==> config.mk <==
export PLATFORM = sky130hd
export DESIGN_NAME = wam_ctl
export DESIGN_NICKNAME = d
export VERILOG_FILES = /design/src/rtl/wam_ctl.sv
export SDC_FILE = /design/constraint.sdc
export NUM_CORES = 1
export LEC_CHECK = 0
export ABC_AREA = 1
export CORE_AREA = 2 2 74 76
export DETAILED_ROUTE_END_ITERATION = 10
export DIE_AREA = 0 0 76 78
export GPL_ROUTABILITY_DRIVEN = 0
export PLACE_DENSITY_LB_ADDON = 0.25
export SYNTH_ARGS = -nofsm -noshare
export SYNTH_HDL_FRONTEND = slang
export SYNTH_SLANG_ARGS = --single-unit
==> constraint.sdc <==
create_clock -name clk -period 2.8 [get_ports clk]
set_input_delay 0.56 -clock clk [delete_from_list [all_inputs] [get_ports clk]]
set_output_delay 0.56 -clock clk [all_outputs]
set_load 0.05 [all_outputs]
==> src/rtl/wam_ctl.sv <==
// Whack-a-mole game controller: start/switch edge detection, gap/up/over
// sequencing, a game timer and LFSR-driven mole selection. Every output is registered.
module wam_ctl #(
  parameter int         MOLE_TICKS = 8,
  parameter int         GAP_TICKS  = 2,
  parameter int         GAME_TICKS = 60,
  parameter logic [7:0] SEED       = 8'hA5
) (
  input  logic       clk,
  input  logic       clr,
  input  logic       tick,
  input  logic       start,
  input  logic [3:0] sw,
  output logic [3:0] mole,
  output logic       hit,
  output logic       miss,
  output logic [7:0] time_left,
  output logic       busy,
  output logic       over
);

  typedef enum logic [1:0] {IDLE, GAP, UP, OVER} state_t;

  localparam logic [7:0] MOLE_LD = 8'(MOLE_TICKS);
  localparam logic [7:0] GAP_LD  = 8'(GAP_TICKS);
  localparam logic [7:0] GAME_LD = 8'(GAME_TICKS);

  state_t     state_q, state_d;
  logic       start_q;
  logic [3:0] sw_q;
  logic [7:0] lfsr_q, lfsr_d;
  logic [7:0] gap_cnt_q, gap_cnt_d;
  logic [7:0] mole_cnt_q, mole_cnt_d;
  logic [7:0] time_q, time_d;
  logic [1:0] prev_idx_q, prev_idx_d;
  logic [3:0] mole_q, mole_d;
  logic       hit_q, hit_d;
  logic       miss_q, miss_d;
  logic       busy_q, busy_d;
  logic       over_q, over_d;

  logic       start_edge;
  logic [3:0] sw_edge;
  logic [1:0] idx;
  logic       in_play;
  logic       hit_ok;
  logic       timeout;
  logic       last_tick;

  assign start_edge = start & ~start_q;
  assign sw_edge    = sw & ~sw_q;
  assign in_play    = (state_q == GAP) || (state_q == UP);
  assign hit_ok     = (state_q == UP) && ((sw_edge & mole_q) != 4'b0000);
  assign timeout    = (state_q == UP) && tick && (mole_cnt_q == 8'd1);
  assign last_tick  = in_play && tick && (time_q == 8'd1);
  // Bump the LFSR pick by one when it would repeat the previous mole.
  assign idx        = (lfsr_q[1:0] == prev_idx_q) ? lfsr_q[1:0] + 2'd1 : lfsr_q[1:0];

  assign mole      = mole_q;
  assign hit       = hit_q;
  assign miss      = miss_q;
  assign time_left = time_q;
  assign busy      = busy_q;
  assign over      = over_q;

  // State and datapath registers; clr wins over everything and re-arms the edge detectors.
  always_ff @(posedge clk) begin
    if (clr) begin
      state_q    <= IDLE;
      start_q    <= start;
      sw_q       <= sw;
      lfsr_q     <= SEED;
      gap_cnt_q  <= '0;
      mole_cnt_q <= '0;
      time_q     <= '0;
      prev_idx_q <= '0;
      mole_q     <= '0;
      hit_q      <= 1'b0;
      miss_q     <= 1'b0;
      busy_q     <= 1'b0;
      over_q     <= 1'b0;
    end else begin
      state_q    <= state_d;
      start_q    <= start;
      sw_q       <= sw;
      lfsr_q     <= lfsr_d;
      gap_cnt_q  <= gap_cnt_d;
      mole_cnt_q <= mole_cnt_d;
      time_q     <= time_d;
      prev_idx_q <= prev_idx_d;
      mole_q     <= mole_d;
      hit_q      <= hit_d;
      miss_q     <= miss_d;
      busy_q     <= busy_d;
      over_q     <= over_d;
    end
  end

  // Next state, counters and LFSR; the game-timer expiry is applied last so it overrides GAP/UP moves.
  always_comb begin
    state_d    = state_q;
    gap_cnt_d  = gap_cnt_q;
    mole_cnt_d = mole_cnt_q;
    time_d     = time_q;
    prev_idx_d = prev_idx_q;
    lfsr_d     = {lfsr_q[6:0], lfsr_q[7] ^ lfsr_q[5] ^ lfsr_q[4] ^ lfsr_q[3]};
    case (state_q)
      IDLE, OVER: begin
        if (start_edge) begin
          state_d   = GAP;
          time_d    = GAME_LD;
          gap_cnt_d = GAP_LD;
        end
      end
      GAP: begin
        if (tick) begin
          gap_cnt_d = gap_cnt_q - 8'd1;
          if (gap_cnt_q == 8'd1) begin
            state_d    = UP;
            mole_cnt_d = MOLE_LD;
          end
        end
      end
      UP: begin
        if (hit_ok) begin
          state_d   = GAP;
          gap_cnt_d = GAP_LD;
        end else if (tick) begin
          mole_cnt_d = mole_cnt_q - 8'd1;
          if (mole_cnt_q == 8'd1) begin
            state_d   = GAP;
            gap_cnt_d = GAP_LD;
          end
        end
      end
      default: ;
    endcase
    if (in_play && tick) begin
      time_d = time_q - 8'd1;
      if (last_tick) state_d = OVER;
    end
    // Only a mole that actually lights counts as the previous one.
    if (state_q == GAP && state_d == UP) prev_idx_d = idx;
  end

  // Registered output values derived from the upcoming state.
  always_comb begin
    mole_d = '0;
    if (state_d == UP) mole_d = (state_q == GAP) ? (4'b0001 << idx) : mole_q;
    hit_d  = hit_ok;
    miss_d = timeout && !hit_ok && !last_tick;
    busy_d = (state_d == GAP) || (state_d == UP);
    over_d = (state_d == OVER);
  end

endmodule

==> impl_metrics.csv <==
group,metric,value,unit
sta,postLayoutSetupSlackWorst,0.446,ns
synth,synth_top_family_by_area,"simple AND/OR/NAND/NOR gates",
route,drt_first_pass_iters,4,
route,wire_per_inst,11.1,um
route,final_antenna_net_count,0,
clock_tree,cts_buffer_depth,2,
finish,diodes,0,
placement,pre_cts_ws,0.344,ns
power,combPwrFrac,16.8,%
clock_tree,cts_tree,"done",
clock_tree,path_clk_slew,0.10,ns
die,num_io_pins,24,
synth,syn-num-nets,353,
synth,yosysMostFrequentCell,"nand2_1",
power,p_leak,1.25,nW
finish,fill_cells,480,
clock_tree,htree_levels,2,
synth,synth_compound_area_share,10.4,%
finish,register_area,981,um^2
sta,max_freq,425,MHz
placement,dp_hpwl,3.54,mm
min_path,hp-class,"reg2reg",
die,die_y,78,um
critical_path,cp-end-kind,"register",
power,p_int,0.00102,W
job,cap_violations,0,
sta,max_slew.worst_pin.slew,0.511,ns
sta,rsz0062_at_grt,"no",
sta,fin_crit,2.35,ns
sta,hold_slack,0.403,ns
die,initial_core_util,49.5,%
synth,synth_edf_count,0,
finish,nets,381,
route,vias_per_cell,4.82,
power,power_density,494,nW/um^2
power,swShare,29.2,%
synth,synthSimpleGateAreaFrac,33.5,%
route,drt_iter0_drc,83,
critical_path,worstPathRequired,3.00,ns
synth,ys_seq_elements,49,
placement,portBuffers,23,
clock_tree,clock_sinks,49,
synth,synth_top_area_share,39.3,%
sta,finalCritPeriodShare,84.1,%
synth,synth.top_cells.by_count,"60 x nand2_1, 49 x dfxtp_1, 46 x nor2_1",
synth,synth_area_per_cell,7.45,um^2
power,p_clk_share,31.2,%
route,route.detailed.drc,0,
global_route,grt_pass1_vias,1899,
clock_tree,worstSkewPairLatency,0.30,ns
power,p_sw,0.000420,W
clock_tree,cts-root-buf,"clkbuf_8",
critical_path,crit_arrival,2.56,ns
sta,maxSlewHeadroom,65.8,%
synth,synthXorXnorAreaFrac,4.21,%
synth,synthTopCellsByArea,"dfxtp_1 39%, nand2_1 9.0%, nor2_1 6.9%",
die,core_area,5040,um^2
global_route,gr-usage-all-layers,17.1,%
route,routed_wl,4.82,mm
global_route,grt_remaining_overflow,0,
global_route,grt_util_met3,3.84,%
synth,synth_adder_area_share,5.02,%
synth,yosysWarnings,0,
clock_tree,numCtsBuffers,5,
synth,synthMuxAreaShare,0,%
die,fp-row-count,26,
global_route,grt_use_met2,28.7,%
clock_tree,cts_hold_buf,0,
global_route,top_usage_layer,"met2",
die,die-area,5930,um^2
critical_path,path_max_fanout,4,
synth,synthArstFlopShare,0,%
synth,synth_seq_area_share,39.3,%
finish,post_route_cells_drive_above_1_share,11.8,%
clock_tree,cts_resized,0,
status,outcome,"completed",
synth,synthFlopType,"dfxtp_1",
synth,synth_area_leader_cell,"dfxtp_1",
synth,ys_types,36,
global_route,antenna_found_initial,0,
global_route,grt_util_met1,22.1,%
sta,skew,0.0115,ns
finish,area_delta_synth_final,17.0,%
synth,synthCells,335,
sta,drv_slew,0,
global_route,grt_pass1_wl,8.40,mm
critical_path,crit_type,"reg2reg",
die,dieWidth,76,um
clock_tree,post_cts_buffers,0,
route,num_vias,2092,
critical_path,critPathLaunchType,"register",
sta,final_hold_viol_count,0,
finish,multiInputGateArea,1330,um^2
power,seq_power_share,51.9,%
sta,finalSetupTns,0,ns
synth,syn_area,2490,um^2
sta,setup_viol,0,
power,ir_drop,0.234,mV
global_route,grt_max_degree,19,
==> power by group through the flow <==
stage          sequential (W)  combinational (W)  clock, W
2_1_floorplan        0.000793           0.000150         0
3_3_place_gp         0.000765           0.000240         0
3_5_place_dp         0.000765           0.000243         0
4_1_cts              0.000749           0.000245  0.000465
5_1_grt              0.000753           0.000270  0.000488
6_report             0.000749           0.000243  0.000450
==> layout by cell type (no fill, tap or decap), drive strengths merged <==
cell / n
a211oi: 3
a21oi: 30
a31oi: 2
buf: 4
clkbuf: 6
clkdlybuf4s50: 23
clkinv: 1
dfxtp: 49
ha: 10
inv: 45
nand2: 63
nand3: 25
nand3b: 2
nand4: 5
nor2: 55
nor3: 9
nor4: 2
o211ai: 1
o21ai: 12
or2: 5
xnor2: 5
xor2: 7
==> critical path: stages (launching register included) <==
cell,delay [ns]
dfxtp_1,0.37
inv_1,0.07
ha_1,0.37
inv_1,0.16
nand2_1,0.09
nor4_2,0.41
inv_2,0.05
nand3_1,0.13
inv_1,0.06
ha_1,0.20
nand2_1,0.10
inv_1,0.06
o21ai_0,0.13
a21oi_1,0.05
==> cells by family after synthesis <==
| logic type | count (synthesis) |
|---|---|
| AND/OR/NAND/NOR | 166 |
| buffers and inverters | 50 |
| flip-flops | 49 |
| AO/OA/AOI/OAI | 48 |
| XOR/XNOR | 12 |
| adder cells (fa/ha/maj) | 10 |
==> cell type report <==
class	count	share of cell area, %
clock inverters	2	0.600
inverters	44	5.66
flip-flops and latches	49	33.6
clock buffers	6	2.83
multi-input cells	236	45.4
repair buffers	27	8.92
well taps	70	3.00
==> final timing paths <==
check,start,end,slack [ns],cells after the start
max reg2reg,state_q[0],prev_idx_q[1],0.45,13
min reg2reg,lfsr_q[2],lfsr_q[3],0.40,2
max,state_q[0],prev_idx_q[1],0.45,13
min,lfsr_q[2],lfsr_q[3],0.40,2
==> registers in the layout (all words and copies together) (netlist names) <==
name / flops
busy: 1
gap_cnt_q: 8
hit: 1
lfsr_q: 8
miss: 1
mole: 4
mole_cnt_q: 8
over: 1
prev_idx_q: 2
start_q: 1
state_q: 2
sw_q: 4
time_left: 8
==> stage by stage <==
stage | power [W] | util, % | instances | area [um^2]
2_1_floorplan | 0.000944 | - | 335 | 2490
3_3_place_gp | 0.00100 | 55.9 | 426 | 2820
3_5_place_dp | 0.00101 | 55.9 | 426 | 2820
4_1_cts | 0.00146 | 57.9 | 434 | 2920
5_1_grt | 0.00151 | 57.9 | 434 | 2920
6_report | 0.00144 | 57.9 | 434 | 2920
==> metal layers <==
layer	part of all wire [%]	routed length [um]	up-vias
li1	-	-	1129
met1	51	2450	932
met2	46	2200	29
met3	3.0	146	2
met4	0.56	27	0
met5	0	0	-
Power figures use the tool's default switching activity.
